File: src/rtl/lfsr_pkg.sv
// Shared types and constants for the 8-bit XNOR LFSR and its request scheduler.
// Step function lives here so the core and any consumer agree on the sequence.
package lfsr_pkg;

  typedef enum logic [1:0] {
    IDLE   = 2'd0,
    SEED   = 2'd1,
    WARMUP = 2'd2,
    SERVE  = 2'd3
  } lfsr_sched_state_t;

  localparam int               LFSR_W         = 8;
  localparam logic [LFSR_W-1:0] LFSR_LOCKUP    = 8'hFF;
  localparam logic [LFSR_W-1:0] LFSR_SAFE_SEED = 8'h00;
  localparam int               TAP_A          = 2;
  localparam int               TAP_B          = 5;

  function automatic logic [LFSR_W-1:0] lfsr_next(input logic [LFSR_W-1:0] cur);
    return {cur[LFSR_W-2:0], ~(cur[TAP_A] ^ cur[TAP_B])};
  endfunction

endpackage

File: src/rtl/lfsr_step_core.sv
// LFSR state register: load (with lock-up seed substitution) beats step; otherwise holds.
// One-cycle update, no flow control.
module lfsr_step_core
  import lfsr_pkg::*;
(
  input  logic              clk,
  input  logic              reset,
  input  logic              load,
  input  logic              step,
  input  logic [LFSR_W-1:0] seed,
  output logic [LFSR_W-1:0] q
);

  logic [LFSR_W-1:0] q_q, q_d;

  always_comb begin
    q_d = q_q;
    if (load) begin
      // All-ones is the XNOR lock-up state; never let it in.
      q_d = (seed == LFSR_LOCKUP) ? LFSR_SAFE_SEED : seed;
    end else if (step) begin
      q_d = lfsr_next(q_q);
    end
  end

  always_ff @(posedge clk or posedge reset) begin
    if (reset) q_q <= '0;
    else       q_q <= q_d;
  end

  assign q = q_q;

endmodule

File: src/rtl/lfsr_sched.sv
// Seeds the shared LFSR, runs the warm-up, then grants one fresh byte per cycle round-robin.
// Grant/rnd appear one cycle after req is sampled; the LFSR steps once per grant.
module lfsr_sched
  import lfsr_pkg::*;
#(
  parameter int NREQ     = 4,
  parameter int WARMUP_W = 8
) (
  input  logic                clk,
  input  logic                reset,
  input  logic                start,
  input  logic                stop,
  input  logic [LFSR_W-1:0]   seed,
  input  logic [WARMUP_W-1:0] warmup,
  input  logic [NREQ-1:0]     req,
  output logic [NREQ-1:0]     gnt,
  output logic [LFSR_W-1:0]   rnd,
  output logic                rnd_valid,
  output logic                busy,
  output logic                serving
);

  localparam int PTR_W = (NREQ > 1) ? $clog2(NREQ) : 1;

  lfsr_sched_state_t   state_q;
  logic [WARMUP_W-1:0] cnt_q;
  logic [PTR_W-1:0]    ptr_q;
  logic [NREQ-1:0]     gnt_q;
  logic [LFSR_W-1:0]   rnd_q;
  logic                rnd_valid_q;

  logic [LFSR_W-1:0]   lfsr_q;
  logic                lfsr_load;
  logic                lfsr_step;

  logic                found;
  logic [PTR_W-1:0]    win_idx;
  logic [PTR_W-1:0]    ptr_d;

  // First set request at or above ptr, wrapping modulo NREQ.
  always_comb begin
    int j;
    found   = 1'b0;
    win_idx = ptr_q;
    for (int k = 0; k < NREQ; k++) begin
      j = int'(ptr_q) + k;
      if (j >= NREQ) j = j - NREQ;
      if (!found && req[j]) begin
        found   = 1'b1;
        win_idx = PTR_W'(j);
      end
    end
    ptr_d = (win_idx == PTR_W'(NREQ - 1)) ? '0 : win_idx + 1'b1;
  end

  // A stop edge leaves q untouched, so neither load nor step fires under stop.
  assign lfsr_load = (state_q == SEED) && !stop;
  assign lfsr_step = !stop && ((state_q == WARMUP) || ((state_q == SERVE) && found));

  lfsr_step_core u_core (
    .clk   (clk),
    .reset (reset),
    .load  (lfsr_load),
    .step  (lfsr_step),
    .seed  (seed),
    .q     (lfsr_q)
  );

  always_ff @(posedge clk or posedge reset) begin
    if (reset) begin
      state_q     <= IDLE;
      cnt_q       <= '0;
      ptr_q       <= '0;
      gnt_q       <= '0;
      rnd_q       <= '0;
      rnd_valid_q <= 1'b0;
    end else begin
      gnt_q       <= '0;
      rnd_valid_q <= 1'b0;
      if (state_q != IDLE && stop) begin
        state_q <= IDLE;
      end else begin
        unique case (state_q)
          IDLE: begin
            if (start && !stop) state_q <= SEED;
          end
          SEED: begin
            cnt_q   <= warmup;
            state_q <= (warmup != '0) ? WARMUP : SERVE;
          end
          WARMUP: begin
            cnt_q <= cnt_q - 1'b1;
            if (cnt_q == WARMUP_W'(1)) state_q <= SERVE;
          end
          SERVE: begin
            if (found) begin
              gnt_q       <= {{(NREQ-1){1'b0}}, 1'b1} << win_idx;
              rnd_q       <= lfsr_q;
              rnd_valid_q <= 1'b1;
              ptr_q       <= ptr_d;
            end
          end
          default: state_q <= IDLE;
        endcase
      end
    end
  end

  assign gnt       = gnt_q;
  assign rnd       = rnd_q;
  assign rnd_valid = rnd_valid_q;
  assign busy      = (state_q == SEED) || (state_q == WARMUP);
  assign serving   = (state_q == SERVE);

endmodule

File: config.mk
export PLATFORM = sky130hd
export DESIGN_NAME = lfsr_sched
export DESIGN_NICKNAME = d
export VERILOG_FILES = /design/src/rtl/lfsr_pkg.sv /design/src/rtl/lfsr_step_core.sv /design/src/rtl/lfsr_sched.sv
export SDC_FILE = /design/constraint.sdc
export NUM_CORES = 1
export LEC_CHECK = 0
export BUFFER_PORTS_ARGS = -buffer_cell sky130_fd_sc_hd__buf_2
export CAP_MARGIN = 20
export CORE_ASPECT_RATIO = 1.75
export CORE_UTILIZATION = 40
export CTS_BUF_LIST = sky130_fd_sc_hd__clkbuf_4 sky130_fd_sc_hd__clkbuf_8 sky130_fd_sc_hd__clkbuf_16
export DETAILED_ROUTE_END_ITERATION = 10
export PLACE_DENSITY = 0.75
export SYNTH_ARGS = -nofsm -noshare
export SYNTH_HDL_FRONTEND = slang
export SYNTH_SLANG_ARGS = --single-unit
File: constraint.sdc
create_clock -name clk -period 2 [get_ports clk]
set_clock_uncertainty 0.15 [all_clocks]
set_input_delay 0 -clock clk [delete_from_list [all_inputs] [get_ports clk]]
set_output_delay 0 -clock clk [all_outputs]
set_load 0.005 [all_outputs]
==> PnR_summary.wiki, run 1 <==
{| class="wikitable"
! Metric !! Value
|-
| Run status || complete, no violations
|-
| Final period util || 0.943
|-
| Power per Cell Area || 1360 mW/mm2
|-
| Worst min path class || in -> reg
|-
| Maximum number of pins on one net before global-route repair || 34
|-
| Fillers || 392
|-
| Nets || 288
|-
| Max Clock Freq || 530 MHz
|-
| Logic gate share of total power || 0.460
|-
| Max-cap violation count || 0
|-
| Clk pwr share || 0.194
|-
| R2R Path End || state_q[1]
|-
| Area share of the largest cell type after synthesis || 0.448
|-
| Cell area after synthesis || 0.00184 mm2
|-
| Library cells used by synthesis || 37
|-
| Final WL || 4410 um
|-
| Dominant cell by count in the synthesized netlist || dfrtp_1
|-
| Origin of the critical flop-to-flop path || cnt_q[5]
|-
| Maximum level of the CTS H-tree || 2
|-
| Yosys warnings || 0
|-
| Clock net sink count || 33
|-
| Sequential power share || 0.346
|-
| Seq/Total Area, Yosys || 0.448
|-
| Most frequently used flop master after synthesis || dfrtp_1
|-
| Power spent charging and discharging nets || 1270 uW
|-
| Top-Level Pins || 39
|-
| Core box area || 0.00440 mm2
|-
| Top cells by area in the synthesized netlist || dfrtp_1, ha_1, mux2_2, mux2i_1, o21ai_0
|-
| Peak VDD IR || 1.21 mV
|-
| First-pass GRT wire length || 7350 um
|-
| Critical path startpoint || cnt_q[5]
|-
| Internal cell power || 2120 uW
|-
| Overall overflow remaining after global route || 0
|-
| Gp weighted congestion || 0.821
|-
| Number of inserted diodes || 0
|-
| Cell taking the most area after synthesis || dfrtp_1
|-
| Drt first-iter violations || 33
|-
| Pins over their slew limit || 0
|-
| Count of buffers inserted at the top-level ports || 38
|-
| Nature of the critical path endpoint || flop
|-
| Category of the worst setup path launch point || flop
|-
| Starting density of the core || 0.419
|-
| FP Rows || 32
|-
| Instance count of the mapped netlist || 185
|-
| Slew at the pin closest to its max-slew limit || 426 ps
|-
| Detailed-router iteration count before antenna repair || 5
|-
| Share of async-settable or async-resettable flops after synthesis || 1.00
|-
| GRT Overall Usage || 0.201
|-
| Post-synthesis area per instance || 9.97 um2
|-
| Number of global-route vias before repair || 1698
|-
| Post-layout min period || 1890 ps
|-
| Vertical die dimension || 91.8 um
|-
| DRC violation count after routing || 0
|-
| Endpoint required time on the critical path || 2020 ps
|-
| Arrival time reported for the critical path endpoint || 1910 ps
|-
| Lkg Pwr || 0.00118 uW
|-
| Worst Path Class, Setup || reg -> reg
|-
| Total area of multi-input combinational cells || 946 um2
|-
| Final Hold Viols || 0
|-
| Largest fanout on the critical path || 5
|-
| Critical path capture point || state_q[1]
|-
| Initial antenna violation count || 0
|-
| Number of vias per cell after detailed routing || 5.45
|-
| Number of buffers between clock root and the deepest sink || 2
|-
| Antenna violation net count after detailed routing || 0
|-
| Flip-flop and latch area || 826 um2
|-
| Detailed-route via count || 1669
|-
| Count of flip-flops with a built-in enable after synthesis || 0
|-
| Remaining max-slew budget at the tightest pin || 0.712
|-
| Sw frac || 0.376
|-
| TritonCTS clock tree || done
|-
| Register bit total from synthesis || 33
|-
| Clock latency on the worst-skew pair || 280 ps
|-
| Area grow syn2layout || 34.7%
|-
| Worst r2r path cells || 4
|-
| DPL Wire Length || 2960 um
|-
| Floorplan die width || 53.3 um
|-
| CTS root buffer || clkbuf_8
|-
| Clock buffer count from CTS || 5
|-
| Share of cells above drive strength 1 || 0.302
|-
| Final setup violation count || 0
|-
| Hold Slack || 5.91 ps
|-
| Setup_tns || 0 ps
|-
| WL per Instance || 14.4 um
|-
| List of most frequent post-synthesis cells || dfrtp_1, nand2_1, o21ai_0
|-
| Worst setup slack for register-to-register paths || 110 ps
|-
| RSZ-0062 raised after global routing || false
|-
| Register clock-pin slew on the reported worst setup and hold paths || 70 ps
|-
| Total Die Area || 0.00490 mm2
|-
| Mapped Nets || 219
|}
==> registers in the layout, indices dropped and copies added (netlist names) <==
register,flops
rnd_valid,1
gnt,4
rnd,8
ptr_q,2
cnt_q,8
state_q,2
u_core.q,8
==> placed cells by master (no fill, tap or decap), drive strengths merged, types with 2 or more instances in the layout <==
cell type	netlist	routed
mux2	11	11
or4	2	2
o22ai	7	7
nand2	15	15
nor2	11	11
nand3	5	5
and2	5	5
nor4	2	2
o22a	2	2
nand4	4	4
mux2i	11	11
nor3	3	3
clkbuf	6	7
ha	10	10
nand4b	2	2
nor2b	3	3
dfrtp	33	33
inv	11	11
buf	2	52
o21ai	15	15
dlygate4sd3	0	18
a21oi	12	12
==> worst min path at each step <==
stage | endpoint | from | cells past startpoint | slack (ps)
2_1_floorplan | cnt_q[0] | reset | 1 | -20
3_3_place_gp | cnt_q[4] | reset | 3 | -40
3_5_place_dp | rnd[6] | reset | 3 | -40
4_1_cts | state_q[1] | start | 5 | 5
5_1_grt | state_q[1] | start | 5 | 30
6_report | state_q[1] | start | 5 | 6
==> logic make-up after synthesis <==
group | synth area share
xor+xnor | 0.00475
fa+ha+maj | 0.0678
simple gates | 0.157
mux | 0.127
compound gates | 0.156
buf+inv | 0.0400
flops | 0.448
==> stage by stage <==
stage	area [um2]	util	setup WS (ps)	cells	total power [uW]
global placement	2170	0.492	120	278	2610
floorplan	1840	-	93.9	185	2140
finish	2480	0.564	113	306	3390
detailed placement	2170	0.492	79.1	278	2650
global route	2480	0.564	16.3	306	3640
CTS	2470	0.561	14.2	304	3360
==> final cells by class <==
class | count | share of cell area
multi-input cells | 133 | 0.381
flip-flops and latches | 33 | 0.332
repair buffers | 70 | 0.196
clock buffers | 7 | 0.0363
well taps | 51 | 0.0257
inverters | 11 | 0.0166
clock inverters | 1 | 0.0121
==> critical path: stages, from the launching register on <==
cell and delay (ps):
dfrtp_1 420, or4_4 570, o311ai_4 310, mux2i_1 270, nor3_2 60
==> power groups by stage <==
stage / clock network (uW) / logic (uW) / registers, uW
floorplan: 0 / 995 / 1140
global placement: 0 / 1430 / 1180
detailed placement: 0 / 1460 / 1190
CTS: 670 / 1510 / 1170
global route: 701 / 1730 / 1210
finish: 657 / 1560 / 1170
==> repair_timing <==
action                                  4_1_cts  5_1_grt
endpoints found under the setup margin        0        7
hold buffers                                 18        0
gates resized for setup                       0        2
buffers inserted                              0        2
hold endpoints to repair                     50        0
==> routing by layer <==
layer	vias to the layer above	track usage	share of wire
met5	-	0	0
met4	0	0.0570	0.016
met3	10	0.0498	0.045
met2	60	0.382	0.56
met1	793	0.198	0.37
li1	806	-	-
Power figures use the tool's default switching activity.
==> run 2, diff against run 1 <==
--- a/config.mk
+++ b/config.mk
@@ -5,13 +5,14 @@
 export SDC_FILE = /design/constraint.sdc
 export NUM_CORES = 1
 export LEC_CHECK = 0
-export BUFFER_PORTS_ARGS = -buffer_cell sky130_fd_sc_hd__buf_2
 export CAP_MARGIN = 20
 export CORE_ASPECT_RATIO = 1.75
 export CORE_UTILIZATION = 40
 export CTS_BUF_LIST = sky130_fd_sc_hd__clkbuf_4 sky130_fd_sc_hd__clkbuf_8 sky130_fd_sc_hd__clkbuf_16
 export DETAILED_ROUTE_END_ITERATION = 10
-export PLACE_DENSITY = 0.75
+export DONT_BUFFER_PORTS = 1
+export PLACE_DENSITY = 0.67
+export RECOVER_POWER = 25
 export SYNTH_ARGS = -nofsm -noshare
 export SYNTH_HDL_FRONTEND = slang
 export SYNTH_SLANG_ARGS = --single-unit
==> run 2 against run 1 <==
Against the previous run: combinational power down 6%; sequential share of layout area is 2.4 points higher; non-clock buffer count is 34 lower; fmax down 1.0%; clock-buffer cell count decreased by 1; die area stayed put; critical endpoint is now state_q[0]; largest cell class unchanged; largest power group unchanged; highest routed layer unchanged.
==> PnR_summary.wiki, run 2 (synthesis gave the netlist of run 1 again) <==
{| class="wikitable"
! Metric !! Value
|-
| Peak VDD IR || 0.855 mV (-29%)
|-
| Overall overflow remaining after global route || 0 (unchanged)
|-
| R2R Path End || state_q[0]
|-
| Total power after layout || 3140 uW (-7.5%)
|-
| Drt first-iter violations || 28 (-15%)
|-
| Worst r2r path cells || 6 (+2)
|-
| TritonCTS clock tree || done
|-
| Share of cells above drive strength 1 || 0.181 (-0.121)
|-
| Final period util || 0.953 (+0.00969)
|-
| Nature of the critical path endpoint || flop
|-
| Power spent charging and discharging nets || 1230 uW (-3.8%)
|-
| Worst Path Class, Setup || reg -> reg
|-
| Final setup violation count || 0 (unchanged)
|-
| Register clock-pin slew on the reported worst setup and hold paths || 60 ps (about the same)
|-
| Vertical die dimension || 91.8 um (unchanged)
|-
| Fin area || 0.00231 mm2 (-6.8%)
|-
| Fillers || 415 (+5.9%)
|-
| Internal cell power || 1910 uW (-9.7%)
|-
| Maximum number of pins on one net before global-route repair || 34 (unchanged)
|-
| Worst path setup slack after routing || 93.8 ps (-19.4 ps)
|-
| Total Die Area || 0.00490 mm2 (unchanged)
|-
| Maximum level of the CTS H-tree || 2 (unchanged)
|-
| Most common cell after layout, fill and taps aside || dfrtp_1
|-
| WL per Instance || 15.0 um (+4.1%)
|-
| Power per Cell Area || 1350 mW/mm2 (-0.67%)
|-
| Initial antenna violation count || 0 (unchanged)
|-
| Critical path capture point || state_q[0]
|-
| Number of inserted diodes || 0 (unchanged)
|-
| Number of vias per cell after detailed routing || 5.51 (+1.1%)
|-
| Max-cap violation count || 0 (unchanged)
|-
| Sequential power share || 0.377 (+0.031)
|-
| Detailed-router iteration count before antenna repair || 4 (-1)
|-
| RSZ-0062 raised after global routing || false
|-
| Area grow syn2layout || 25.5%
|-
| Top-Level Pins || 39 (unchanged)
|-
| First-pass GRT wire length || 6820 um (-7.1%)
|-
| Gp weighted congestion || 0.770 (-6.2%)
|-
| Critical path startpoint || state_q[0]
|-
| Detailed-route via count || 1500 (-10%)
|-
| Post-layout min period || 1910 ps (+19.4 ps)
|-
| Worst slack at placement || 93.8 ps (+14.7 ps)
|-
| Clock buffer count from CTS || 5 (unchanged)
|-
| Clock net sink count || 33 (unchanged)
|-
| DPL Wire Length || 2830 um (-4.5%)
|-
| Clk pwr share || 0.157 (-0.037)
|-
| Nets || 254 (-12%)
|-
| FP Rows || 32 (unchanged)
|-
| Sw frac || 0.391 (+0.0150)
|-
| Max Clock Freq || 525 MHz (-1.0%)
|-
| Clock latency on the worst-skew pair || 290 ps (about the same)
|-
| Highest-count cells in the layout ignoring fill and taps || dfrtp_1, dlygate4sd3_1, nand2_1, o21ai_0
|-
| Pins over their slew limit || 0 (unchanged)
|-
| Flip-flop and latch area || 826 um2 (unchanged)
|-
| Number of buffers between clock root and the deepest sink || 2 (unchanged)
|-
| Worst min path class || in -> reg
|-
| Remaining max-slew budget at the tightest pin || 0.457 (-0.255)
|-
| Total area of multi-input combinational cells || 952 um2 (+0.66%)
|-
| Endpoint required time on the critical path || 1990 ps (-30 ps)
|-
| DRC violation count after routing || 0 (unchanged)
|-
| Final Hold Viols || 0 (unchanged)
|-
| Floorplan die width || 53.3 um (unchanged)
|-
| Worst setup slack for register-to-register paths || 90 ps (-20 ps)
|-
| CTS root buffer || clkbuf_8
|-
| Setup_tns || 0 ps (unchanged)
|-
| Starting density of the core || 0.419 (unchanged)
|-
| GRT Overall Usage || 0.188 (-0.0128)
|-
| Origin of the critical flop-to-flop path || state_q[0]
|-
| Run status || complete, no violations
|-
| Largest fanout on the critical path || 5 (unchanged)
|-
| Antenna violation net count after detailed routing || 0 (unchanged)
|-
| Core box area || 0.00440 mm2 (unchanged)
|-
| Cell Area, Placed || 0.00200 mm2 (-7.8%)
|-
| Logic gate share of total power || 0.466 (+0.006)
|-
| Final WL || 4080 um (-7.5%)
|-
| Slew at the pin closest to its max-slew limit || 814 ps (+388 ps)
|-
| Arrival time reported for the critical path endpoint || 1900 ps (about the same)
|-
| Count of buffers inserted at the top-level ports || 0 (-100%)
|-
| Number of global-route vias before repair || 1604 (-5.5%)
|-
| Lkg Pwr || 0.00102 uW (-14%)
|-
| Category of the worst setup path launch point || flop
|-
| End-of-flow core utilization || 0.526 (-0.0386)
|}
run 2: worst max-delay path, cell delays in order (launching register included):
cell	delay, ps
dfrtp_1	420
inv_1	90
ha_1	210
buf_4	150
o21ai_0	60
dlygate4sd3_1	570
a41oi_2	110
run 2: power groups by stage:
| stage | clock (uW) | sequential (uW) | combinational (uW) |
|---|---|---|---|
| global route | 541 | 1230 | 1630 |
| detailed placement | 0 | 1200 | 1370 |
| CTS | 507 | 1180 | 1430 |
| finish | 492 | 1180 | 1460 |
| floorplan | 0 | 1140 | 995 |
| global placement | 0 | 1180 | 1350 |
run 2: metal layers:
metal  wire [um]  up-vias  track usage
li1            -      739            -
met5           0        -            0
met3         172        7       0.0348
met4          56        0       0.0855
met1        1580      715        0.186
met2        2270       39        0.350
run 2: how the worst min path moves through the flow:
stage	startpoint	end	slack [ps]	depth (start not counted)
floorplan	reset	cnt_q[0]	-20	1
global placement	reset	rnd[7]	-140	2
detailed placement	reset	u_core.q[7]	-140	2
CTS	seed[7]	u_core.q[0]	20	4
global route	req[1]	ptr_q[0]	70	3
finish	seed[7]	u_core.q[0]	10	4
run 2: stage by stage:
stage	instances	hold slack, ps
6_report	272	14.2
5_1_grt	272	67.5
4_1_cts	270	18.9
3_5_place_dp	241	-139
3_3_place_gp	241	-143
2_1_floorplan	185	-21.1
run 2: timing repair:
action | 4_1_cts | 5_1_grt
hold buffers | 21 | 0
setup endpoints to repair | 0 | 8
resized for setup | 0 | 2
setup buffers | 0 | 2
hold endpoints to repair | 54 | 0
run 2: cell type report:
cell class | instances | area share
flip-flops and latches | 33 | 0.357
clock inverters | 2 | 0.00432
inverters | 11 | 0.0178
multi-input cells | 133 | 0.411
well taps | 51 | 0.0276
clock buffers | 6 | 0.0330
repair buffers | 36 | 0.149
